### src/rtl/psum_accumulator_pkg.sv
// Shared widths, latencies and saturation bounds for the partial-sum accumulator.
// The FSM state type lives here so the top and any debug tooling agree on encoding.
package psum_accumulator_pkg;

    localparam int MAC_OUTPUT_WIDTH    = 36;
    localparam int LANES               = 8;
    localparam int BUFFER_READ_LATENCY = 3;
    localparam int BUS_WIDTH           = MAC_OUTPUT_WIDTH * LANES;

    localparam logic [MAC_OUTPUT_WIDTH-1:0] SAT_MAX = {1'b0, {(MAC_OUTPUT_WIDTH-1){1'b1}}};
    localparam logic [MAC_OUTPUT_WIDTH-1:0] SAT_MIN = {1'b1, {(MAC_OUTPUT_WIDTH-1){1'b0}}};

    typedef enum logic [1:0] {
        ST_ACCEPT,
        ST_DRAIN,
        ST_REFRESH
    } state_t;

endpackage

### src/rtl/psum_accumulator_if.sv
// Beat, buffer read-back, write-back and final-sum signals between the accumulator
// and its neighbours; slave is the accumulator's view, master the surrounding logic's.
interface psum_accumulator_if;
    import psum_accumulator_pkg::*;

    logic                 pass_start;
    logic [BUS_WIDTH-1:0] mac_data;
    logic                 mac_valid;
    logic                 pass_first;
    logic                 pass_last;
    logic                 ready;
    logic                 refresh_req;
    logic                 adder_pulse;
    logic [BUS_WIDTH-1:0] adder_feature;
    logic [BUS_WIDTH-1:0] feature_out;
    logic                 feature_valid_out;
    logic [BUS_WIDTH-1:0] final_data;
    logic                 final_valid;
    logic                 sat_flag;
    logic                 drop_flag;

    modport slave (
        input  pass_start, mac_data, mac_valid, pass_first, pass_last, adder_feature,
        output ready, refresh_req, adder_pulse, feature_out, feature_valid_out,
               final_data, final_valid, sat_flag, drop_flag
    );

    modport master (
        output pass_start, mac_data, mac_valid, pass_first, pass_last, adder_feature,
        input  ready, refresh_req, adder_pulse, feature_out, feature_valid_out,
               final_data, final_valid, sat_flag, drop_flag
    );

endinterface

### src/rtl/psum_accumulator_sat_add.sv
// One lane of signed MAC + read-back add, clamped to the lane range.
// Bypass forces a zero addend for first-pass beats that have no stored partial sum.
module psum_sat_add
    import psum_accumulator_pkg::*;
(
    input  logic [MAC_OUTPUT_WIDTH-1:0] mac_i,
    input  logic [MAC_OUTPUT_WIDTH-1:0] feedback_i,
    input  logic                        bypass_i,
    output logic [MAC_OUTPUT_WIDTH-1:0] sum_o,
    output logic                        sat_o
);

    logic [MAC_OUTPUT_WIDTH-1:0] addend;
    logic [MAC_OUTPUT_WIDTH:0]   wideSum;

    // Overflow shows up as the two top bits of the one-bit-wider sum disagreeing
    always_comb begin
        addend  = bypass_i ? '0 : feedback_i;
        wideSum = {mac_i[MAC_OUTPUT_WIDTH-1], mac_i} + {addend[MAC_OUTPUT_WIDTH-1], addend};
        sat_o   = wideSum[MAC_OUTPUT_WIDTH] ^ wideSum[MAC_OUTPUT_WIDTH-1];
        sum_o   = wideSum[MAC_OUTPUT_WIDTH-1:0];
        if (sat_o) begin
            sum_o = wideSum[MAC_OUTPUT_WIDTH] ? SAT_MIN : SAT_MAX;
        end
    end

endmodule

### src/rtl/psum_accumulator.sv
// Read-modify-write stage ahead of the conv output buffer: adds MAC beats to the read-back
// partial sums and either writes them back or, on the last pass, emits them downstream.
module psum_accumulator
    import psum_accumulator_pkg::*;
(
    input  logic               system_clk,
    input  logic               rst_n,
    psum_accumulator_if.slave  bus
);

    localparam int LAT = BUFFER_READ_LATENCY;

    state_t               state_q, state_d;
    logic                 accept;
    logic                 pipeEmpty;
    logic                 enterRefresh;
    logic [LAT-1:0]       valid_q, first_q, last_q;
    logic [BUS_WIDTH-1:0] data_q [LAT];
    logic [BUS_WIDTH-1:0] sumBus;
    logic [LANES-1:0]     laneSat;
    logic [BUS_WIDTH-1:0] featureOut_q, finalData_q;
    logic                 featureValid_q, finalValid_q;
    logic                 satFlag_q, dropFlag_q;

    assign pipeEmpty    = ~|valid_q;
    assign accept       = bus.mac_valid & (state_q == ST_ACCEPT);
    assign enterRefresh = (state_d == ST_REFRESH) && (state_q != ST_REFRESH);

    always_ff @(posedge system_clk or negedge rst_n) begin
        if (!rst_n) state_q <= ST_ACCEPT;
        else        state_q <= state_d;
    end

    // A beat arriving alongside pass_start still belongs to the old pass, so it forces a drain
    always_comb begin
        state_d = state_q;
        case (state_q)
            ST_ACCEPT:  if (bus.pass_start) state_d = (pipeEmpty && !bus.mac_valid) ? ST_REFRESH : ST_DRAIN;
            ST_DRAIN:   if (pipeEmpty) state_d = ST_REFRESH;
            ST_REFRESH: state_d = ST_ACCEPT;
            default:    state_d = ST_ACCEPT;
        endcase
    end

    assign bus.ready       = (state_q == ST_ACCEPT);
    assign bus.refresh_req = (state_q == ST_REFRESH);
    assign bus.adder_pulse = accept & ~bus.pass_first;

    always_ff @(posedge system_clk or negedge rst_n) begin
        if (!rst_n) begin
            valid_q <= '0;
            first_q <= '0;
            last_q  <= '0;
        end else begin
            valid_q <= {valid_q[LAT-2:0], accept};
            first_q <= {first_q[LAT-2:0], bus.pass_first};
            last_q  <= {last_q[LAT-2:0],  bus.pass_last};
        end
    end

    always_ff @(posedge system_clk) begin
        data_q[0] <= bus.mac_data;
        for (int i = 1; i < LAT; i++) data_q[i] <= data_q[i-1];
    end

    for (genvar i = 0; i < LANES; i++) begin : gen_lane
        psum_sat_add u_sat_add (
            .mac_i      (data_q[LAT-1][i*MAC_OUTPUT_WIDTH +: MAC_OUTPUT_WIDTH]),
            .feedback_i (bus.adder_feature[i*MAC_OUTPUT_WIDTH +: MAC_OUTPUT_WIDTH]),
            .bypass_i   (first_q[LAT-1]),
            .sum_o      (sumBus[i*MAC_OUTPUT_WIDTH +: MAC_OUTPUT_WIDTH]),
            .sat_o      (laneSat[i])
        );
    end

    always_ff @(posedge system_clk or negedge rst_n) begin
        if (!rst_n) begin
            featureValid_q <= 1'b0;
            finalValid_q   <= 1'b0;
            featureOut_q   <= '0;
            finalData_q    <= '0;
        end else begin
            featureValid_q <= valid_q[LAT-1] & ~last_q[LAT-1];
            finalValid_q   <= valid_q[LAT-1] &  last_q[LAT-1];
            if (valid_q[LAT-1] && !last_q[LAT-1]) featureOut_q <= sumBus;
            if (valid_q[LAT-1] &&  last_q[LAT-1]) finalData_q  <= sumBus;
        end
    end

    // Sticky flags are scoped to one pass, so the refresh between passes clears them
    always_ff @(posedge system_clk or negedge rst_n) begin
        if (!rst_n) begin
            satFlag_q  <= 1'b0;
            dropFlag_q <= 1'b0;
        end else if (enterRefresh) begin
            satFlag_q  <= 1'b0;
            dropFlag_q <= 1'b0;
        end else begin
            if (valid_q[LAT-1] && (|laneSat))               satFlag_q  <= 1'b1;
            if (bus.mac_valid && (state_q != ST_ACCEPT))    dropFlag_q <= 1'b1;
        end
    end

    assign bus.feature_out       = featureOut_q;
    assign bus.feature_valid_out = featureValid_q;
    assign bus.final_data        = finalData_q;
    assign bus.final_valid       = finalValid_q;
    assign bus.sat_flag          = satFlag_q;
    assign bus.drop_flag         = dropFlag_q;

endmodule

### src/flat_wrapper.sv
// flat-port wrapper written by rule: the top's interface ports become plain ports
module psum_accumulator_flat import psum_accumulator_pkg::*;
  (system_clk, rst_n, bus_pass_start, bus_mac_data, bus_mac_valid, bus_pass_first, bus_pass_last, bus_adder_feature, bus_ready, bus_refresh_req, bus_adder_pulse, bus_feature_out, bus_feature_valid_out, bus_final_data, bus_final_valid, bus_sat_flag, bus_drop_flag);
  psum_accumulator_if bus_i ();
  input  logic system_clk;
  input  logic rst_n;
  input wire logic [$bits(bus_i.pass_start)-1:0] bus_pass_start;
  input wire logic [$bits(bus_i.mac_data)-1:0] bus_mac_data;
  input wire logic [$bits(bus_i.mac_valid)-1:0] bus_mac_valid;
  input wire logic [$bits(bus_i.pass_first)-1:0] bus_pass_first;
  input wire logic [$bits(bus_i.pass_last)-1:0] bus_pass_last;
  input wire logic [$bits(bus_i.adder_feature)-1:0] bus_adder_feature;
  output wire logic [$bits(bus_i.ready)-1:0] bus_ready;
  output wire logic [$bits(bus_i.refresh_req)-1:0] bus_refresh_req;
  output wire logic [$bits(bus_i.adder_pulse)-1:0] bus_adder_pulse;
  output wire logic [$bits(bus_i.feature_out)-1:0] bus_feature_out;
  output wire logic [$bits(bus_i.feature_valid_out)-1:0] bus_feature_valid_out;
  output wire logic [$bits(bus_i.final_data)-1:0] bus_final_data;
  output wire logic [$bits(bus_i.final_valid)-1:0] bus_final_valid;
  output wire logic [$bits(bus_i.sat_flag)-1:0] bus_sat_flag;
  output wire logic [$bits(bus_i.drop_flag)-1:0] bus_drop_flag;
  assign bus_i.pass_start = bus_pass_start;
  assign bus_i.mac_data = bus_mac_data;
  assign bus_i.mac_valid = bus_mac_valid;
  assign bus_i.pass_first = bus_pass_first;
  assign bus_i.pass_last = bus_pass_last;
  assign bus_i.adder_feature = bus_adder_feature;
  assign bus_ready = bus_i.ready;
  assign bus_refresh_req = bus_i.refresh_req;
  assign bus_adder_pulse = bus_i.adder_pulse;
  assign bus_feature_out = bus_i.feature_out;
  assign bus_feature_valid_out = bus_i.feature_valid_out;
  assign bus_final_data = bus_i.final_data;
  assign bus_final_valid = bus_i.final_valid;
  assign bus_sat_flag = bus_i.sat_flag;
  assign bus_drop_flag = bus_i.drop_flag;
  psum_accumulator u_core (.system_clk(system_clk), .rst_n(rst_n), .bus(bus_i));
endmodule
### config.mk
export PLATFORM = sky130hd
export DESIGN_NAME = psum_accumulator_flat
export DESIGN_NICKNAME = d
export VERILOG_FILES = /design/src/rtl/psum_accumulator_pkg.sv /design/src/rtl/psum_accumulator_if.sv /design/src/rtl/psum_accumulator_sat_add.sv /design/src/rtl/psum_accumulator.sv /design/src/flat_wrapper.sv
export SDC_FILE = /design/constraint.sdc
export NUM_CORES = 2
export LEC_CHECK = 0
export ABC_AREA = 1
export CAP_MARGIN = 10
export CORE_AREA = 2 2 453 455
export CTS_BUF_LIST = sky130_fd_sc_hd__clkbuf_2
export DETAILED_ROUTE_END_ITERATION = 16
export DIE_AREA = 0 0 455 457
export PLACE_DENSITY = 0.5
export SLEW_MARGIN = 20
export SYNTH_ARGS = -nofsm -noshare
export SYNTH_HDL_FRONTEND = slang
export SYNTH_SLANG_ARGS = --single-unit
### constraint.sdc
create_clock -name system_clk -period 3.4 [get_ports system_clk]
set_input_delay 0.68 -clock system_clk [delete_from_list [all_inputs] [get_ports system_clk]]
set_output_delay 0.68 -clock system_clk [all_outputs]
set_load 0.02 [all_outputs]
==> results.ini <==
[status]
status = finished, final reports clean

[critical_path]
endpoint_kind = flop
crit_type = reg2reg
r2r-end = u_core.bus.feature_out[170]
crit_end = u_core.bus.feature_out[170]
r2r-start = u_core.first_q[2]
worstPathArrival_ps = 5010
r2r_slack_ps = 20
cp-startpoint = u_core.first_q[2]
path_max_fanout = 28
cp.required_ps = 5030
r2r_cells = 19
cp-start-kind = flop

[clocking]
clkLatencyLatePin_ps = 1890
clkSinkCount = 1455
cts-htree-levels = 5
numCtsBuffers = 402
cts_tree = done
clk_pin_slew_ps = 90
clock_path_buffers = 4
root_buffer = clkbuf_2

[die]
coreArea_um2 = 203000
rows = 166
die_w_um = 455
die_h_um = 457
boundaryPins = 1165
fp.dieArea_um2 = 208000
initial_utilization_pct = 29.7

[layout]
nets = 11300
drive_above_1_share_pct = 26.0
num-fill-cells = 20200
fin_util_pct = 47.0
syn_to_final_growth_pct = 58.4
layout_common_cells = nand2_1 (1,682), buf_4 (1,174), nor2_1 (1,007)
layout_commonest_cell = nand2_1
finalInstanceArea_um2 = 95700

[placement]
place.gp.congestion = 0.942
place_area_um2 = 84100
io_buffers = 1164
dpl.hpwl_um = 209000
pre_cts_ws_ps = -554

[pwr]
leakage_nw = 46.5
swShare_pct = 41.1
intPower_mw = 35.7
power_frac_comb_pct = 40.4
p_seq_share_pct = 38.7
peakVddDrop_mv = 0.431
power_density_nw_per_um2 = 633
clkPwrFrac_pct = 20.9
switchingPower_mw = 24.9
power_mw = 60.6

[synthesis]
syn_area_um2 = 60400
syn_area_per_cell_um2 = 8.57
synth-seq-cells = 1455
syn_inst = 7051
synth-async-reset-ratio_pct = 40.6
synth_nets = 7929
synth_flop_cell = dfxtp_1
ys_types = 51
synth-seq-area-share_pct = 53.1
synth_warnings = 0
synth_edf_count = 0

[detailed_routing]
finalWirelength_um = 270000
wl_per_cell_um = 20.1
ant_nets = 0
drc = 0
first_pass_iters = 5
vias_per_cell = 4.52
vias = 60800
drt-initial-drc-count = 3408

[timing]
hold_viol = 0
fmax_mhz = 296
setup_slack_ps = 22.1
rsz0062_at_grt = true
fin_crit_sh_pct = 99.4
skew_ps = 264
max_slew.worst_pin.slew_ps = 1200
period_needed_ps = 3380
setup_viol = 0
slew-limit-headroom_pct = 19.9
finalMaxSlewViolations = 0

[global_route]
grt_max_degree = 149
grt_use_total_pct = 25.0
grt_overflow_total = 0
grt_pass1_vias = 63200
antenna_found_initial = 38
grt_first_pass_wirelength_um = 390000

[flow_run]
cap_violations = 0

[min_path]
hold_path.class = reg2reg

[routing by layer]
layer  part of all wire, %  routed length (um)  GRT usage, %
met3                   5.3               14400          5.07
met5                 0.021                  57             0
met1                    40              108000          28.9
met4                   4.8               13000          12.0
met2                    50              134000          43.8
[power by group through the flow]
stage	Clock, mW	Combinational [mW]	Sequential, mW
2_1_floorplan	0	7.25	27.0
4_1_cts	13.1	24.3	23.4
3_3_place_gp	0	25.3	23.7
6_report	12.7	24.5	23.4
3_5_place_dp	0	25.4	23.8
5_1_grt	14.0	26.3	23.8
[state kept, by name, summed over array words and instances (netlist names)]
signal                        flops
u_core.last_q                     3
u_core.valid_q                    3
u_core.bus.feature_out          288
u_core.data_q                   864
u_core.bus.sat_flag               1
u_core.bus.final_data           288
u_core.bus.feature_valid_out      1
u_core.bus.final_valid            1
u_core.state_q                    2
u_core.bus.drop_flag              1
u_core.first_q                    3
[logic make-up (layout without fill, tap and decap cells)]
logic type,count (synthesis),count (layout),share of synthesized area (%)
simple gates,3061,3061,20.1
buf+inv,859,4525,5.63
flops,1455,1455,53.1
other cells,0,31,0
xor+xnor,232,232,3.36
compound gates,1148,1148,11.5
fa+ha+maj,296,296,6.23
[critical path, cell delays in order, from the launching register on]
cell	delay, ps
dfrtp_4	560
buf_16	200
buf_16	210
nor2_1	120
ha_2	200
inv_1	60
fa_1	410
inv_1	100
nand3_1	70
nand2_1	110
nand2_1	80
nand3_2	130
nand2_1	110
nand3_1	80
nand2_1	60
nand2_2	130
nand2_4	120
inv_2	230
nand3_2	190
a31oi_1	160
[worst min path at each step]
| stage | startpoint | to | cells after the start |
|---|---|---|---|
| final | u_core.data_q[0][562] | u_core.data_q[0][850] | 0 |
| after global placement | u_core.data_q[0][107] | u_core.data_q[0][395] | 0 |
| after CTS | bus_adder_feature[150] | u_core.bus.feature_out[150] | 9 |
| after floorplan | u_core.data_q[0][0] | u_core.data_q[0][288] | 0 |
| after detailed placement | u_core.data_q[0][108] | u_core.data_q[0][396] | 0 |
| after global routing | bus_adder_feature[207] | u_core.bus.final_data[207] | 10 |
[through the flow]
step	TNS [ps]	hold slack, ps	cells
6_report	0	157	13400
5_1_grt	-8670	30.8	13400
4_1_cts	-608	0.707	13400
3_5_place_dp	-130780	312	11900
3_3_place_gp	-108990	310	11900
2_1_floorplan	0	310	7051
[final cells by class]
cell class | count | area [um2] | area share, %
flip-flops and latches | 1455 | 32100 | 33.6
repair buffers | 3192 | 28200 | 29.5
multi-input cells | 4737 | 26000 | 27.1
well taps | 2688 | 3360 | 3.52
clock buffers | 600 | 3000 | 3.14
inverters | 630 | 2380 | 2.49
clock inverters | 103 | 576 | 0.602
diodes | 31 | 77.6 | 0.0811
[synth_stat cells (10+ instances only)]
master | number | share of area [%]
nor2_1 | 1044 | 6.5
o211ai_1 | 17 | 0.21
nor3_1 | 56 | 0.46
o21ai_0 | 155 | 1.3
xnor2_1 | 77 | 1.1
nand3_1 | 140 | 1.2
o21ai_1 | 38 | 0.31
nand4_1 | 27 | 0.28
nand3_2 | 11 | 0.18
o21bai_1 | 58 | 0.72
buf_2 | 47 | 0.39
buf_6 | 13 | 0.24
nor4_1 | 10 | 0.10
inv_2 | 12 | 0.075
nand3b_1 | 14 | 0.17
dfrtp_1 | 591 | 24
a21oi_1 | 322 | 2.7
clkbuf_1 | 149 | 0.93
nand2_2 | 31 | 0.32
a221oi_1 | 19 | 0.28
nand2_1 | 1699 | 11
buf_1 | 14 | 0.087
dfxtp_1 | 864 | 29
ha_1 | 288 | 6.0
o21ai_2 | 67 | 0.97
inv_1 | 612 | 3.8
a31oi_1 | 396 | 4.1
nor2_2 | 12 | 0.12
a21o_1 | 34 | 0.42
xor2_1 | 155 | 2.2
[what timing repair did]
action | CTS | global route
endpoints found under the setup margin | 610 | 482
endpoints found under the hold margin | 1281 | 0
pin swaps | 2 | 28
hold buffers | 797 | 0
gates resized for setup | 2425 | 266
gates cloned | 0 | 5
setup buffers | 26 | 15
Power figures use the tool's default switching activity.
